[config.mk]
export PLATFORM = sky130hd
export DESIGN_NAME = spram_arbiter_flat
export DESIGN_NICKNAME = d
export VERILOG_FILES = /design/src/rtl/spram_arbiter_if.sv /design/src/rtl/spram_arbiter.sv /design/src/flat_wrapper.sv
export SDC_FILE = /design/constraint.sdc
export NUM_CORES = 1
export LEC_CHECK = 0
export BUFFER_PORTS_ARGS = -buffer_cell sky130_fd_sc_hd__buf_4
export CORE_ASPECT_RATIO = 0.8
export CORE_MARGIN = 2
export CORE_UTILIZATION = 41
export CTS_BUF_LIST = sky130_fd_sc_hd__clkbuf_2
export CTS_CLUSTER_DIAMETER = 150
export CTS_CLUSTER_SIZE = 10
export DETAILED_ROUTE_END_ITERATION = 12
export HOLD_SLACK_MARGIN = 0.15
export PLACE_DENSITY = 0.82
export SLEW_MARGIN = 20
export SYNTH_ARGS = -nofsm -noshare
export SYNTH_HDL_FRONTEND = slang
export SYNTH_SLANG_ARGS = --single-unit
[constraint.sdc]
create_clock -name clk -period 2.95 [get_ports clk]
set_clock_uncertainty 0.1 [all_clocks]
set_input_delay 0.295 -clock clk [delete_from_list [all_inputs] [get_ports clk]]
set_output_delay 0.295 -clock clk [all_outputs]
set_load 0.005 [all_outputs]
[src/rtl/spram_arbiter_if.sv]
// spram_arbiter_if -- bundle of the two requester ports and the SPRAM port.
//   a_* / b_*  : per-requester request (req, we, ad, di, mask) and
//                response (ack, rvalid, do)
//   ram_*      : single-port RAM command (ad, di, maskwe, we, cs, stdby)
//                and registered read data (ram_do)
//   busy       : arbiter is doing something other than idling in ACTIVE
// Modports: slave = arbiter side, master = requesters + RAM side.
interface spram_arbiter_if;
  logic        a_req;
  logic        a_we;
  logic [13:0] a_ad;
  logic [15:0] a_di;
  logic [3:0]  a_mask;
  logic        a_ack;
  logic        a_rvalid;
  logic [15:0] a_do;

  logic        b_req;
  logic        b_we;
  logic [13:0] b_ad;
  logic [15:0] b_di;
  logic [3:0]  b_mask;
  logic        b_ack;
  logic        b_rvalid;
  logic [15:0] b_do;

  logic [13:0] ram_ad;
  logic [15:0] ram_di;
  logic [3:0]  ram_maskwe;
  logic        ram_we;
  logic        ram_cs;
  logic        ram_stdby;
  logic [15:0] ram_do;

  logic        busy;

  modport slave (
    input  a_req, a_we, a_ad, a_di, a_mask,
    input  b_req, b_we, b_ad, b_di, b_mask,
    input  ram_do,
    output a_ack, a_rvalid, a_do,
    output b_ack, b_rvalid, b_do,
    output ram_ad, ram_di, ram_maskwe, ram_we, ram_cs, ram_stdby,
    output busy
  );

  modport master (
    output a_req, a_we, a_ad, a_di, a_mask,
    output b_req, b_we, b_ad, b_di, b_mask,
    output ram_do,
    input  a_ack, a_rvalid, a_do,
    input  b_ack, b_rvalid, b_do,
    input  ram_ad, ram_di, ram_maskwe, ram_we, ram_cs, ram_stdby,
    input  busy
  );
endinterface

[src/rtl/spram_arbiter.sv]
// spram_arbiter -- two-requester round-robin arbiter in front of one SPRAM,
// with automatic standby after IDLE_LIMIT request-free cycles and a
// WAKE_CYC-cycle wake-up before the first grant.
//   clk  : single clock (also clocks the SPRAM)
//   rst  : synchronous, active-high reset
//   bus  : spram_arbiter_if.slave (requesters a/b, SPRAM port, busy)
// Grants and the RAM command are combinational from requests and state;
// read data arrives one cycle after the grant, tagged by x_rvalid.
module spram_arbiter #(
  parameter int unsigned IDLE_LIMIT = 64,
  parameter int unsigned WAKE_CYC   = 2
) (
  input  logic           clk,
  input  logic           rst,
  spram_arbiter_if.slave bus
);

  typedef enum logic [1:0] {
    ST_ACTIVE,
    ST_STBY,
    ST_WAKE
  } state_t;

  localparam logic [15:0] IDLE_LAST = 16'(IDLE_LIMIT - 1);
  localparam logic [3:0]  WAKE_LAST = 4'(WAKE_CYC - 1);

  state_t      state_q, state_d;
  logic [15:0] idle_q, idle_d;
  logic [3:0]  wake_q, wake_d;
  logic        last_q, last_d;     // 1 = b granted last
  logic        a_rv_q, a_rv_d;
  logic        b_rv_q, b_rv_d;

  logic        any_req;
  logic        gnt_a, gnt_b;
  logic        stdby;

  assign any_req = bus.a_req | bus.b_req;

  always_ff @(posedge clk) begin
    if (rst) begin
      state_q <= ST_ACTIVE;
      idle_q  <= '0;
      wake_q  <= '0;
      last_q  <= 1'b1;
      a_rv_q  <= 1'b0;
      b_rv_q  <= 1'b0;
    end else begin
      state_q <= state_d;
      idle_q  <= idle_d;
      wake_q  <= wake_d;
      last_q  <= last_d;
      a_rv_q  <= a_rv_d;
      b_rv_q  <= b_rv_d;
    end
  end

  always_comb begin
    state_d = state_q;
    idle_d  = idle_q;
    wake_d  = wake_q;
    gnt_a   = 1'b0;
    gnt_b   = 1'b0;
    stdby   = 1'b0;

    case (state_q)
      ST_ACTIVE: begin
        // Contention goes to whoever was not granted last.
        gnt_a = bus.a_req & (~bus.b_req | last_q);
        gnt_b = bus.b_req & (~bus.a_req | ~last_q);
        if (any_req) begin
          idle_d = '0;
        end else begin
          if (idle_q != '1) idle_d = idle_q + 16'd1;
          // Comparing the pre-increment count lets a request arriving in
          // the limit cycle still win; the pending-read guard may defer
          // entry, hence >= rather than ==.
          if (idle_q >= IDLE_LAST && !a_rv_q && !b_rv_q) begin
            state_d = ST_STBY;
          end
        end
      end
      ST_STBY: begin
        stdby  = 1'b1;
        idle_d = '0;
        wake_d = '0;
        if (any_req) state_d = ST_WAKE;
      end
      ST_WAKE: begin
        idle_d = '0;
        wake_d = wake_q + 4'd1;
        if (wake_q >= WAKE_LAST) begin
          state_d = ST_ACTIVE;
          wake_d  = '0;
        end
      end
      default: state_d = ST_ACTIVE;
    endcase

    if (rst) begin
      gnt_a = 1'b0;
      gnt_b = 1'b0;
      stdby = 1'b0;
    end
  end

  assign last_d = gnt_b ? 1'b1 : (gnt_a ? 1'b0 : last_q);
  assign a_rv_d = gnt_a & ~bus.a_we;
  assign b_rv_d = gnt_b & ~bus.b_we;

  assign bus.a_ack      = gnt_a;
  assign bus.b_ack      = gnt_b;
  // Masking with rst drops a read whose data would land in a reset cycle.
  assign bus.a_rvalid   = a_rv_q & ~rst;
  assign bus.b_rvalid   = b_rv_q & ~rst;
  assign bus.a_do       = bus.ram_do;
  assign bus.b_do       = bus.ram_do;

  assign bus.ram_cs     = gnt_a | gnt_b;
  assign bus.ram_we     = (gnt_a & bus.a_we) | (gnt_b & bus.b_we);
  assign bus.ram_ad     = gnt_b ? bus.b_ad : bus.a_ad;
  assign bus.ram_di     = gnt_b ? bus.b_di : bus.a_di;
  assign bus.ram_maskwe = (gnt_a & bus.a_we) ? bus.a_mask :
                          (gnt_b & bus.b_we) ? bus.b_mask : '0;
  assign bus.ram_stdby  = stdby;

  assign bus.busy       = !(state_q == ST_ACTIVE && !any_req);

endmodule

[src/flat_wrapper.sv]
// flat-port wrapper written by rule: the top's interface ports become plain ports
module spram_arbiter_flat 
#(
  parameter int unsigned IDLE_LIMIT = 64,
  parameter int unsigned WAKE_CYC   = 2
)
  (clk, rst, bus_a_req, bus_a_we, bus_a_ad, bus_a_di, bus_a_mask, bus_b_req, bus_b_we, bus_b_ad, bus_b_di, bus_b_mask, bus_ram_do, bus_a_ack, bus_a_rvalid, bus_a_do, bus_b_ack, bus_b_rvalid, bus_b_do, bus_ram_ad, bus_ram_di, bus_ram_maskwe, bus_ram_we, bus_ram_cs, bus_ram_stdby, bus_busy);
  spram_arbiter_if bus_i ();
  input  logic clk;
  input  logic rst;
  input wire logic [$bits(bus_i.a_req)-1:0] bus_a_req;
  input wire logic [$bits(bus_i.a_we)-1:0] bus_a_we;
  input wire logic [$bits(bus_i.a_ad)-1:0] bus_a_ad;
  input wire logic [$bits(bus_i.a_di)-1:0] bus_a_di;
  input wire logic [$bits(bus_i.a_mask)-1:0] bus_a_mask;
  input wire logic [$bits(bus_i.b_req)-1:0] bus_b_req;
  input wire logic [$bits(bus_i.b_we)-1:0] bus_b_we;
  input wire logic [$bits(bus_i.b_ad)-1:0] bus_b_ad;
  input wire logic [$bits(bus_i.b_di)-1:0] bus_b_di;
  input wire logic [$bits(bus_i.b_mask)-1:0] bus_b_mask;
  input wire logic [$bits(bus_i.ram_do)-1:0] bus_ram_do;
  output wire logic [$bits(bus_i.a_ack)-1:0] bus_a_ack;
  output wire logic [$bits(bus_i.a_rvalid)-1:0] bus_a_rvalid;
  output wire logic [$bits(bus_i.a_do)-1:0] bus_a_do;
  output wire logic [$bits(bus_i.b_ack)-1:0] bus_b_ack;
  output wire logic [$bits(bus_i.b_rvalid)-1:0] bus_b_rvalid;
  output wire logic [$bits(bus_i.b_do)-1:0] bus_b_do;
  output wire logic [$bits(bus_i.ram_ad)-1:0] bus_ram_ad;
  output wire logic [$bits(bus_i.ram_di)-1:0] bus_ram_di;
  output wire logic [$bits(bus_i.ram_maskwe)-1:0] bus_ram_maskwe;
  output wire logic [$bits(bus_i.ram_we)-1:0] bus_ram_we;
  output wire logic [$bits(bus_i.ram_cs)-1:0] bus_ram_cs;
  output wire logic [$bits(bus_i.ram_stdby)-1:0] bus_ram_stdby;
  output wire logic [$bits(bus_i.busy)-1:0] bus_busy;
  assign bus_i.a_req = bus_a_req;
  assign bus_i.a_we = bus_a_we;
  assign bus_i.a_ad = bus_a_ad;
  assign bus_i.a_di = bus_a_di;
  assign bus_i.a_mask = bus_a_mask;
  assign bus_i.b_req = bus_b_req;
  assign bus_i.b_we = bus_b_we;
  assign bus_i.b_ad = bus_b_ad;
  assign bus_i.b_di = bus_b_di;
  assign bus_i.b_mask = bus_b_mask;
  assign bus_i.ram_do = bus_ram_do;
  assign bus_a_ack = bus_i.a_ack;
  assign bus_a_rvalid = bus_i.a_rvalid;
  assign bus_a_do = bus_i.a_do;
  assign bus_b_ack = bus_i.b_ack;
  assign bus_b_rvalid = bus_i.b_rvalid;
  assign bus_b_do = bus_i.b_do;
  assign bus_ram_ad = bus_i.ram_ad;
  assign bus_ram_di = bus_i.ram_di;
  assign bus_ram_maskwe = bus_i.ram_maskwe;
  assign bus_ram_we = bus_i.ram_we;
  assign bus_ram_cs = bus_i.ram_cs;
  assign bus_ram_stdby = bus_i.ram_stdby;
  assign bus_busy = bus_i.busy;
  spram_arbiter #(.IDLE_LIMIT(IDLE_LIMIT), .WAKE_CYC(WAKE_CYC)) u_core (.clk(clk), .rst(rst), .bus(bus_i));
endmodule
# After elaboration in Yosys (flattened, before gate mapping)
# Cells that the tools add are included.
# Widths: inputs -> output; s select.
[classes]
eq_ne = 8
n_addsub = 2
muxes = 20
div = 0
n_shift = 0
n_reduce_logical = 14
n_lt_le_gt_ge = 2
multipliers = 0
n_bitwise = 19
[ops]
columns = ["op", "count"]
rows = [
  ["$mux 16", 3],
  ["$pmux 16 s2", 1],
  ["$add 16x1->16 const B", 1],
  ["$ge 16x6->1 const B", 1],
  ["$ne 16x16->1 const B", 1],
  ["$mux 14", 1],
  ["$mux 4", 3],
  ["$and 1x1->1", 8],
  ["$mux 2", 4],
  ["$pmux 4 s2", 1],
  ["$mux 1", 6],
  ["$ne 2x1->1 const B", 3],
  ["$not 1->1", 6],
  ["$pmux 2 s3", 1],
  ["$or 1x1->1", 5],
  ["$add 4x1->4 const B", 1],
  ["$ge 4x1->1 const B", 1],
  ["$logic_not 1->1", 4],
  ["$reduce_and 4->1", 1],
  ["$reduce_bool 2->1", 2],
  ["$reduce_or 2->1", 2],
  ["$logic_and 1x1->1", 3],
  ["$ne 3x1->1 const B", 1],
  ["$eq 2x1->1 const B", 1],
  ["4 further kinds", 4],
]
[word_totals]
ff_bits = 25
romBits = 0
output_inout_bits = 74
ramBits = 0
wordCells = 71
latchBits = 0
input_bits = 90
n_memories = 0

# Depth between registers and ports, before layout
# Gate-level depths: netlist of run 1.
[depth]
ltp_word = 8
ltp_mapped = 9
ltp_nobuf = 7

# Worst setup path before layout of run 1
# OpenSTA, ideal clock, no wires.
[synth_path]
kind = "flip-flop to output port"
start = "register u_core.state_q[0]"
end = "output bus_ram_ad[11]"
t_required_ns = 2.555
stages_incl_launch_ff = 9
path_buffers = 2
t_arrival_ns = 1.995
setup_slack_ns = 0.560
cell_sequence = "dfxtp_1 inv_1 ha_1 nor2b_1 nand2_1 a21oi_1 buf_1 clkbuf_1 mux2_1"
[synth_via]
elab_chain_cells = 4
[synth_rtl]
columns = ["item", "line_no", "text"]
rows = [
  ["from (decl)", "spram_arbiter.sv:27", "state_t state_q, state_d;"],
  ["from (signal assigned)", "spram_arbiter.sv:49", "state_q <= state_d;"],
  ["$logic_not 2->1", "spram_arbiter.sv:66", "case (state_q)"],
  ["$mux 1", "spram_arbiter.sv:66", ""],
  ["$mux 1", "spram_arbiter.sv:100", "if (rst) begin"],
  ["net bus_b_ack", "flat_wrapper.sv:25", "output wire logic [$bits(bus_i.b_ack)-1:0] bus_b_ack;"],
  ["$mux 14", "spram_arbiter.sv:121", "assign bus.ram_ad = gnt_b ? bus.b_ad : bus.a_ad;"],
  ["to (decl)", "flat_wrapper.sv:28", "output wire logic [$bits(bus_i.ram_ad)-1:0] bus_ram_ad;"],
]
# The timed path passes the listed nets, and every way through them passes these cells.

# Worst setup path after layout of run 1
[layout_path]
start = "register u_core.state_q[0]"
end = "output bus_ram_di[8]"
[layout_via]
elab_chain_cells = 4
[layout_rtl]
columns = ["item", "line_no", "text"]
rows = [
  ["$logic_not 2->1", "spram_arbiter.sv:66", ""],
  ["$mux 1", "spram_arbiter.sv:66", ""],
  ["$mux 1", "spram_arbiter.sv:100", ""],
  ["$mux 16", "spram_arbiter.sv:122", "assign bus.ram_di = gnt_b ? bus.b_di : bus.a_di;"],
  ["to (decl)", "flat_wrapper.sv:29", "output wire logic [$bits(bus_i.ram_di)-1:0] bus_ram_di;"],
]
# Every way passes these cells.

==> flow_metrics.py, run 1 <==
metrics = {
    "job": {
        "drv_cap": 0,
    },
    "timing": {
        "maxSlewHeadroom": 0.487,
        "max_freq_mhz": 363,
        "rsz0062_at_grt": "no",
        "maxSlewViolCount": 0,
        "hold_viol": 0,
        "tightest_slew_ns": 0.763,
        "fin_tns_setup_ns": 0,
        "setup_violations": 0,
        "period_share": 0.935,
        "period_needed_ns": 2.76,
    },
    "route": {
        "viasPerCell": 5.33,
        "firstDrtPassIters": 4,
        "vias": 2099,
        "final_antenna_net_count": 0,
        "wl_per_cell_um": 16.0,
        "drt-initial-drc-count": 181,
        "drc": 0,
        "drt-total-wl_um": 6300,
    },
    "global_route": {
        "grt_first_pass_wirelength_um": 10400,
        "grt_use_total": 0.222,
        "antenna_found_initial": 0,
        "grt_max_degree": 25,
        "first_global_vias": 2096,
        "overflow": 0,
    },
    "yosys": {
        "yosysUniqueCellTypes": 41,
        "synth-main-ff-cell": "dfxtp_1",
        "synthesis.area_um2": 2130,
        "syn_nets": 354,
        "synthCells": 256,
        "synth_seq_area_share": 0.235,
        "synth_top_area_share": 0.235,
        "synthTopCellsByArea": "dfxtp_1 (24%), mux2_1 (16%), buf_4 (11%), ha_1 (4.7%), a21oi_1 (4.5%)",
        "synth_edf_count": 0,
        "yosysTopAreaCell": "dfxtp_1",
        "ys_ff_latch": 25,
        "synthTopCellsByCount": "buf_4 (32), mux2_1 (31), dfxtp_1 (25)",
        "yosysMostFrequentCell": "buf_4",
        "async_flop_share": 0,
        "syn_area_per_cell_um2": 8.32,
        "synth_warnings": 0,
    },
    "placed_design": {
        "hpwlAfterDp_um": 5060,
        "portBuffers": 115,
        "post-place-cells": 388,
        "gp_congestion": 0.838,
    },
    "cells_and_area": {
        "nFillCells": 464,
        "area_delta_synth_final_pct": 32.6,
        "diodes": 0,
        "drive_gt1_frac": 0.380,
        "final_cells": 394,
        "nNetsFinal": 431,
    },
    "die": {
        "ios": 164,
        "core_um2": 5010,
        "die_area_um2": 5790,
        "num_rows": 23,
        "start_util": 0.425,
        "die_h_um": 68.5,
        "die_x_um": 84.6,
    },
    "cts": {
        "clock_path_buffers": 2,
        "cts_tree": "built",
        "clk_pin_slew_worst_paths_ns": 0.23,
        "root_buffer": "clkbuf_2",
        "clk_latency_ns": 0.35,
        "clkSinkCount": 25,
        "cts_buffers": 3,
        "htreeDepth": 1,
    },
    "worst_setup_path": {
        "cpLargestDelayFamily": "buffers and inverters",
        "crit_path_start_kind": "flip-flop",
        "slowest_delay_ns": 0.40,
        "r2r_start": "u_core.state_q[0]$_SDFFE_PP0P_",
        "critPathLaunch": "u_core.state_q[0]$_SDFFE_PP0P_",
        "rr_worst_depth": 5,
        "slowest_stage": "mux2_1",
        "critPathMaxFanout": 21,
        "crit_required_ns": 2.56,
        "endpoint_kind": "output port",
        "worstSetupPathType": "flip-flop to output port",
        "rrSetupSlack_ns": 0.60,
        "path_depth": 8,
        "r2r_end": "u_core.idle_q[10]$_SDFFE_PP0P_",
        "cp_num_buf_inv": 3,
        "crit_end": "bus_ram_di[8]",
        "crit_path_cell_trace": "inv_1, ha_1, nor2b_1, nand2_1, a21oi_4, buf_6, mux2_1, buf_4",
        "worstPathArrival_ns": 2.36,
    },
    "power": {
        "max-vdd-ir-drop_uv": 102,
        "powerDensity_nw_per_um2": 251,
        "cellLeakagePower_nw": 1.26,
    },
    "min_path": {
        "hold_class": "primary input to flip-flop",
    },
    "status": {
        "status": "complete, no violations",
    },
}
## power breakdown
group          switching, mW  total (mW)  internal (mW)
clock                  0.101       0.137         0.0358
sequential           0.00284       0.344          0.342
combinational         0.0834       0.227          0.144
total                  0.187       0.708          0.521
## area by class of cell
| type | count | area (um2) | share of cell area |
|---|---|---|---|
| Multi-Input combinational cell | 176 | 1290 | 0.457 |
| Timing Repair Buffer | 120 | 910 | 0.322 |
| Sequential cell | 25 | 500 | 0.177 |
| Tap cell | 62 | 77.6 | 0.0275 |
| Inverter | 7 | 26.3 | 0.00931 |
| Clock buffer | 4 | 20.0 | 0.00709 |
## worst register-to-register path: stages (launching register included)
cell and delay (ns):
dfxtp_1 0.41, inv_1 0.09, ha_1 0.41, or3_1 0.61
or4_1 0.54, a21oi_1 0.14
## metrics by stage
| step | power (mW) | hold slack (ns) | util | setup WS [ns] | cell area [um2] |
|---|---|---|---|---|---|
| finish | 0.708 | 0.167 | 0.564 | 0.192 | 2820 |
| global route | 0.742 | 0.163 | 0.564 | 0.0294 | 2820 |
| CTS | 0.712 | 0.171 | 0.563 | 0.124 | 2820 |
| detailed placement | 0.575 | 0.361 | 0.555 | 0.565 | 2780 |
| global placement | 0.571 | 0.359 | 0.555 | 0.684 | 2780 |
| floorplan | 0.458 | 0.267 | - | 0.560 | 2130 |
## metal layers
layer  part of all wire  global-route usage  vias up
li1                   -                   -     1049
met2               0.49               0.401       78
met5                  0                   0        -
met3              0.077              0.0531        6
met1               0.43               0.283      966
met4             0.0030              0.0238        0
## cells in the final DEF, fill, tap and decap left out, types with 5 or more instances in the layout
cell and n:
buf_4 117, mux2_1 31, dfxtp_1 25, a21oi_1 18, nor2_1 14, nand3_1 11
o21ai_1 10, nand2_1 9, ha_1 8, inv_1 7, nor2b_1 6, nand2b_1 6
nor3_1 5, nand4_1 5, a31oi_1 5
## sequential cells by signal (all words and copies together), names as in the netlist
name and cells:
u_core.idle_q 16, u_core.wake_q 4, u_core.state_q 2, u_core.a_rv_q 1, u_core.b_rv_q 1, u_core.last_q 1
## kinds of logic (layout without fill, tap and decap cells)
group,count (synthesis),count (layout),share of synthesized area
and+or+nand+nor,84,84,0.224
buffers and inverters,55,131,0.165
AOI/OAI and AO/OA,53,53,0.165
muxes,31,31,0.164
DFF,25,25,0.235
adders and majority gates,8,8,0.0470
## timing repair
| item | CTS | global route |
|---|---|---|
| hold endpoints to repair | 2 | 0 |
| hold buffers | 2 | 0 |
| gates resized for setup | 0 | 1 |
| setup endpoints to repair | 0 | 7 |
| setup buffers | 0 | 0 |
## how the worst min path moves through the flow
stage | from | cells after the start | slack (ns) | end
finish | rst | 2 | 0.17 | u_core.idle_q[1]$_SDFFE_PP0P_
global placement | u_core.wake_q[2]$_SDFFE_PP0N_ | 2 | 0.36 | u_core.wake_q[2]$_SDFFE_PP0N_
global route | rst | 2 | 0.16 | u_core.wake_q[1]$_SDFFE_PP0N_
floorplan | bus_a_we | 1 | 0.27 | u_core.a_rv_q$_SDFF_PP0_
CTS | rst | 2 | 0.17 | u_core.idle_q[14]$_SDFFE_PP0P_
detailed placement | bus_a_we | 2 | 0.36 | u_core.a_rv_q$_SDFF_PP0_
(Power assumes the default switching activity.)
==> run 2, diff against run 1 <==
==> constraint.sdc (replaced) <==
create_clock -name clk -period 2.95 [get_ports clk]
set_clock_uncertainty 0.1 [all_clocks]
set_input_delay 0.4425 -clock clk [delete_from_list [all_inputs] [get_ports clk]]
set_output_delay 0.4425 -clock clk [all_outputs]
set_load 0.005 [all_outputs]
==> flow_metrics.py, run 2 (synthesis results as in run 1) <==
metrics = {
    "power": {
        "p_clk_frac": 0.195,
        "p_sw_frac": 0.275,
        "p_comb_frac": 0.323,
        "power.switching_mw": 0.196,
        "p_int_mw": 0.519,
        "max-vdd-ir-drop_uv": 114,
        "power_frac_seq": 0.482,
        "power_mw": 0.715,
        "powerDensity_nw_per_um2": 250,
        "cellLeakagePower_nw": 1.27,
    },
    "worst_setup_path": {
        "critPathMaxFanout": 21,
        "slowest_stage": "dfxtp_1",
        "r2r_end": "u_core.idle_q[10]$_SDFFE_PP0P_",
        "worstPathArrival_ns": 2.25,
        "crit_path_start_kind": "flip-flop",
        "crit_required_ns": 2.41,
        "worstSetupPathType": "flip-flop to output port",
        "rr_worst_depth": 5,
        "cp_num_buf_inv": 3,
        "rrSetupSlack_ns": 0.60,
        "crit_path_cell_trace": "inv_1, ha_2, nor2b_2, nand2_1, a21oi_4, buf_12, mux2_1, buf_4",
        "path_depth": 8,
        "slowest_delay_ns": 0.40,
        "cpLargestDelayFamily": "buffers and inverters",
        "endpoint_kind": "output port",
        "r2r_start": "u_core.state_q[0]$_SDFFE_PP0P_",
    },
    "timing": {
        "fin_tns_setup_ns": 0,
        "maxSlewHeadroom": 0.526,
        "maxSlewViolCount": 0,
        "setup_violations": 0,
        "period_needed_ns": 2.80,
        "max_freq_mhz": 357,
        "period_share": 0.948,
        "hold_viol": 0,
        "timing.hold.ws_ns": 0.333,
        "tightest_slew_ns": 0.709,
        "rsz0062_at_grt": "no",
    },
    "route": {
        "drt-initial-drc-count": 136,
        "firstDrtPassIters": 4,
        "vias": 2158,
        "viasPerCell": 5.45,
        "final_antenna_net_count": 0,
        "wl_per_cell_um": 16.0,
        "drt-total-wl_um": 6330,
        "drc": 0,
    },
    "cts": {
        "cts_setup_buffers": 0,
        "htreeDepth": 1,
        "root_buffer": "clkbuf_2",
        "clk_pin_slew_worst_paths_ns": 0.25,
        "cts_buffers": 3,
        "clkSinkCount": 25,
        "cts_tree": "built",
        "clock_path_buffers": 2,
        "clk_latency_ns": 0.36,
    },
    "placed_design": {
        "portBuffers": 115,
        "gp_congestion": 0.865,
        "post-place-cells": 390,
        "hpwlAfterDp_um": 5110,
        "place_area_um2": 2790,
    },
    "global_route": {
        "overflow": 0,
        "grt_use_total": 0.220,
        "grt_first_pass_wirelength_um": 10200,
        "antenna_found_initial": 0,
        "first_global_vias": 2060,
        "grt_max_degree": 24,
    },
    "cells_and_area": {
        "seq_area_um2": 500,
        "nNetsFinal": 433,
        "final_cell_mix": "buf_4 (118), mux2_1 (31), dfxtp_1 (25), a21oi_1 (18), nor2_1 (14)",
        "largestRegisters": "u_core.idle_q (16), u_core.wake_q (4), u_core.state_q (2)",
        "nFillCells": 459,
        "final_cells": 396,
        "multi_input_area_um2": 1290,
        "layout_commonest_cell": "buf_4",
        "stdcell_area_um2": 2860,
        "drive_gt1_frac": 0.389,
        "area_delta_synth_final_pct": 34.1,
        "diodes": 0,
        "largest_reg_flops": 16,
        "top_register": "u_core.idle_q",
    },
    "die": {
        "core_um2": 5010,
        "die_h_um": 68.5,
        "num_rows": 23,
        "ios": 164,
        "start_util": 0.425,
        "die_area_um2": 5790,
        "die_x_um": 84.6,
    },
    "min_path": {
        "hold_end": "u_core.last_q$_SDFFE_PP1P_",
        "hold_class": "primary input to flip-flop",
        "worstHoldStart": "bus_b_req",
        "holdPathStages": 3,
    },
    "job": {
        "drv_cap": 0,
    },
    "status": {
        "status": "complete, no violations",
    },
}
-- run 2: per-stage QoR --
step,setup WS [ns],util
6_report,0.153,0.570
5_1_grt,0.0177,0.570
4_1_cts,0.0120,0.566
3_5_place_dp,0.479,0.558
3_3_place_gp,0.551,0.558
2_1_floorplan,0.412,-
-- run 2: power groups by stage --
stage | clock network (mW) | logic [mW] | registers (mW)
2_1_floorplan | 0 | 0.108 | 0.350
3_3_place_gp | 0 | 0.222 | 0.351
3_5_place_dp | 0 | 0.225 | 0.351
4_1_cts | 0.144 | 0.228 | 0.345
5_1_grt | 0.155 | 0.248 | 0.346
6_report | 0.139 | 0.231 | 0.345
-- run 2: worst register-to-register path, stage by stage, from the launching register on --
cell	delay, ns
dfxtp_1	0.44
inv_1	0.09
ha_2	0.35
or3_1	0.62
or4_1	0.55
a21oi_1	0.14
-- run 2: routing by layer --
layer / global-route usage / wire (um) / vias up
met1: 0.287 / 2800 / 1008
met4: 0.0397 / 40 / 0
met3: 0.0531 / 475 / 8
li1: - / - / 1060
met5: 0 / 0 / -
met2: 0.377 / 3010 / 82
-- run 2: cell type report --
cell class | instances | share of cell area
multi-input combinational | 176 | 0.453
tap | 62 | 0.0272
inverter | 7 | 0.00920
timing repair buffer | 122 | 0.328
clock inverter | 1 | 0.00175
clock buffer | 3 | 0.00526
sequential | 25 | 0.175
-- run 2: timing repair --
item | 4_1_cts | 5_1_grt
hold buffers | 2 | 0
gates resized for setup | 0 | 6
endpoints found under the setup margin | 0 | 30
hold endpoints to repair | 2 | 0
-- run 2: how the worst max path moves through the flow --
stage	start	end	slack, ns
detailed placement	u_core.state_q[0]$_SDFFE_PP0P_	bus_ram_di[8]	0.48
CTS	u_core.state_q[0]$_SDFFE_PP0P_	bus_ram_di[8]	0.01
floorplan	u_core.state_q[0]$_SDFFE_PP0P_	bus_ram_ad[11]	0.41
finish	u_core.state_q[0]$_SDFFE_PP0P_	bus_ram_di[8]	0.15
global placement	u_core.state_q[0]$_SDFFE_PP0P_	bus_ram_di[8]	0.55
global route	u_core.state_q[0]$_SDFFE_PP0P_	bus_ram_di[8]	0.02
==> run 3, diff against run 2 <==
--- a/config.mk
+++ b/config.mk
@@ -5,16 +5,17 @@
 export SDC_FILE = /design/constraint.sdc
 export NUM_CORES = 1
 export LEC_CHECK = 0
+export ABC_AREA = 1
 export BUFFER_PORTS_ARGS = -buffer_cell sky130_fd_sc_hd__buf_4
 export CORE_ASPECT_RATIO = 0.8
 export CORE_MARGIN = 2
-export CORE_UTILIZATION = 41
+export CORE_UTILIZATION = 43
 export CTS_BUF_LIST = sky130_fd_sc_hd__clkbuf_2
 export CTS_CLUSTER_DIAMETER = 150
 export CTS_CLUSTER_SIZE = 10
 export DETAILED_ROUTE_END_ITERATION = 12
 export HOLD_SLACK_MARGIN = 0.15
-export PLACE_DENSITY = 0.82
+export PLACE_DENSITY = 0.84
 export SLEW_MARGIN = 20
 export SYNTH_ARGS = -nofsm -noshare
 export SYNTH_HDL_FRONTEND = slang
==> flow_metrics.py, run 3 <==
metrics = {
    "timing": {
        "setup_violations": 0,
        "maxSlewViolCount": 0,
        "layout_setup_ws_ns": 0.220,
        "tightest_slew_ns": 0.522,
        "period_needed_ns": 2.73,
        "hold_viol": 0,
        "timing.hold.ws_ns": 0.200,
        "maxSlewHeadroom": 0.651,
        "rsz0062_at_grt": "no",
        "fin_tns_setup_ns": 0,
        "period_share": 0.925,
        "max_freq_mhz": 366,
    },
    "die": {
        "die_area_um2": 5970,
        "ios": 164,
        "num_rows": 23,
        "start_util": 0.453,
        "die_h_um": 69.5,
        "core_um2": 5090,
        "die_x_um": 85.9,
    },
    "placed_design": {
        "dp_worst_setup_slack_ns": 0.712,
        "gp_congestion": 0.927,
        "portBuffers": 115,
        "hpwlAfterDp_um": 5960,
    },
    "cells_and_area": {
        "drive_gt1_frac": 0.276,
        "nNetsFinal": 585,
        "nFillCells": 474,
        "largestRegisters": "u_core.idle_q (16), u_core.wake_q (4), u_core.state_q (2)",
        "largest_reg_flops": 16,
        "final_cell_mix": "nand2_1 (172), buf_4 (117), nor2_1 (42), inv_1 (41), nand3_1 (30)",
        "diodes": 0,
        "area_delta_synth_final_pct": 30.8,
        "fin_util": 0.592,
        "layout_commonest_cell": "nand2_1",
        "top_register": "u_core.idle_q",
    },
    "status": {
        "status": "finished, violations left",
        "violations": "design-rule violations",
    },
    "worst_setup_path": {
        "crit_required_ns": 2.41,
        "r2r_start": "u_core.idle_q[0]$_SDFFE_PP0P_",
        "crit_path_start_kind": "flip-flop",
        "rrSetupSlack_ns": 0.98,
        "rr_worst_depth": 11,
        "endpoint_kind": "output port",
        "worstPathArrival_ns": 2.19,
        "r2r_end": "u_core.idle_q[15]$_SDFFE_PP0P_",
        "worstSetupPathType": "flip-flop to output port",
        "critPathMaxFanout": 21,
        "critPathLaunch": "u_core.state_q[1]$_SDFFE_PP0P_",
        "crit_end": "bus_ram_di[13]",
    },
    "min_path": {
        "hold_class": "primary input to flip-flop",
    },
    "yosys": {
        "yosysUniqueCellTypes": 32,
        "synthesis.area_um2": 2310,
        "synthTopCellsByArea": "nand2_1 (28%), dfxtp_1 (22%), buf_4 (10%), nor2_1 (6.8%), inv_1 (6.7%)",
        "synth_warnings": 0,
        "syn_area_per_cell_um2": 5.70,
        "synthTopCellsByCount": "nand2_1 (172), nor2_1 (42), inv_1 (41)",
        "yosysMostFrequentCell": "nand2_1",
        "synthCells": 405,
        "synth_top_area_share": 0.280,
        "ys_ff_latch": 25,
        "synth_seq_area_share": 0.217,
        "async_flop_share": 0,
        "yosysTopAreaCell": "nand2_1",
        "synth-main-ff-cell": "dfxtp_1",
        "syn_nets": 503,
        "synth_edf_count": 0,
    },
    "route": {
        "drc": 2,
        "wl_per_cell_um": 13.1,
        "vias": 2678,
        "final_antenna_net_count": 0,
        "drt-initial-drc-count": 250,
        "firstDrtPassIters": 11,
        "viasPerCell": 4.89,
        "drt-total-wl_um": 7190,
    },
    "cts": {
        "clk_pin_slew_worst_paths_ns": 0.28,
        "cts_tree": "built",
        "root_buffer": "clkbuf_2",
        "clk_latency_ns": 0.38,
        "htreeDepth": 1,
        "clkSinkCount": 25,
        "clock_path_buffers": 2,
        "cts_setup_buffers": 0,
        "cts_buffers": 3,
    },
    "power": {
        "cellLeakagePower_nw": 1.67,
        "max-vdd-ir-drop_uv": 183,
        "powerDensity_nw_per_um2": 336,
    },
    "global_route": {
        "grt_max_degree": 37,
        "first_global_vias": 2409,
        "antenna_found_initial": 0,
        "grt_use_total": 0.238,
        "grt_first_pass_wirelength_um": 11500,
        "overflow": 0,
    },
    "job": {
        "drv_cap": 0,
    },
}
run 3: kinds of logic after synthesis:
kind of cell | synth area share
buf+inv | 0.194
fa+ha+maj | 0.0434
simple gates | 0.491
compound gates | 0.0548
flops | 0.217
run 3: worst min path at each step:
stage,from,to,slack [ns],depth (start not counted)
finish,rst,u_core.idle_q[2]$_SDFFE_PP0P_,0.20,2
detailed placement,u_core.wake_q[3]$_SDFFE_PP0N_,u_core.wake_q[3]$_SDFFE_PP0N_,0.34,2
CTS,rst,u_core.wake_q[2]$_SDFFE_PP0N_,0.18,2
global placement,u_core.wake_q[3]$_SDFFE_PP0N_,u_core.wake_q[3]$_SDFFE_PP0N_,0.33,2
floorplan,u_core.wake_q[3]$_SDFFE_PP0N_,u_core.wake_q[3]$_SDFFE_PP0N_,0.32,2
global route,rst,u_core.wake_q[2]$_SDFFE_PP0N_,0.17,2
run 3: worst max-delay path: stages (launching register included):
cell and delay [ns]:
dfxtp_1 0.45, inv_1 0.09, ha_1 0.24, nand3_1 0.14
nor2_2 0.05, inv_1 0.25, buf_4 0.30, nand2_1 0.08
nand2_1 0.09, buf_4 0.11
run 3: area by class of cell:
type	instances	area [um2]	share of cell area
well taps	62	77.6	0.0257
clock buffers	3	15.0	0.00498
flip-flops and latches	25	500	0.166
repair buffers	119	898	0.298
inverters	42	158	0.0522
clock inverters	1	8.76	0.00290
multi-input cells	296	1360	0.451
run 3: what timing repair did:
item,CTS,global route
resized for setup,0,0
hold endpoints to repair,2,0
hold buffers,2,0
run 3: stage by stage:
stage	cell area, um2	std cells	power, mW
after floorplan	2310	405	0.643
after global placement	2970	542	0.847
after detailed placement	2970	542	0.857
after CTS	3020	548	1.02
after global routing	3020	548	1.09
final	3020	548	1.01
run 3: routing by layer:
metal,global-route usage,vias up,wire [um]
met5,0,-,0
met4,0.0459,0,75
met3,0.0702,6,735
met2,0.369,121,3320
met1,0.328,1183,3060
li1,-,1368,-
run 3: where the power goes:
| group | total [mW] | internal [mW] | switching (mW) |
|---|---|---|---|
| sequential | 0.379 | 0.360 | 0.0190 |
| combinational | 0.476 | 0.234 | 0.242 |
| clock | 0.159 | 0.0357 | 0.123 |
| total | 1.01 | 0.629 | 0.384 |
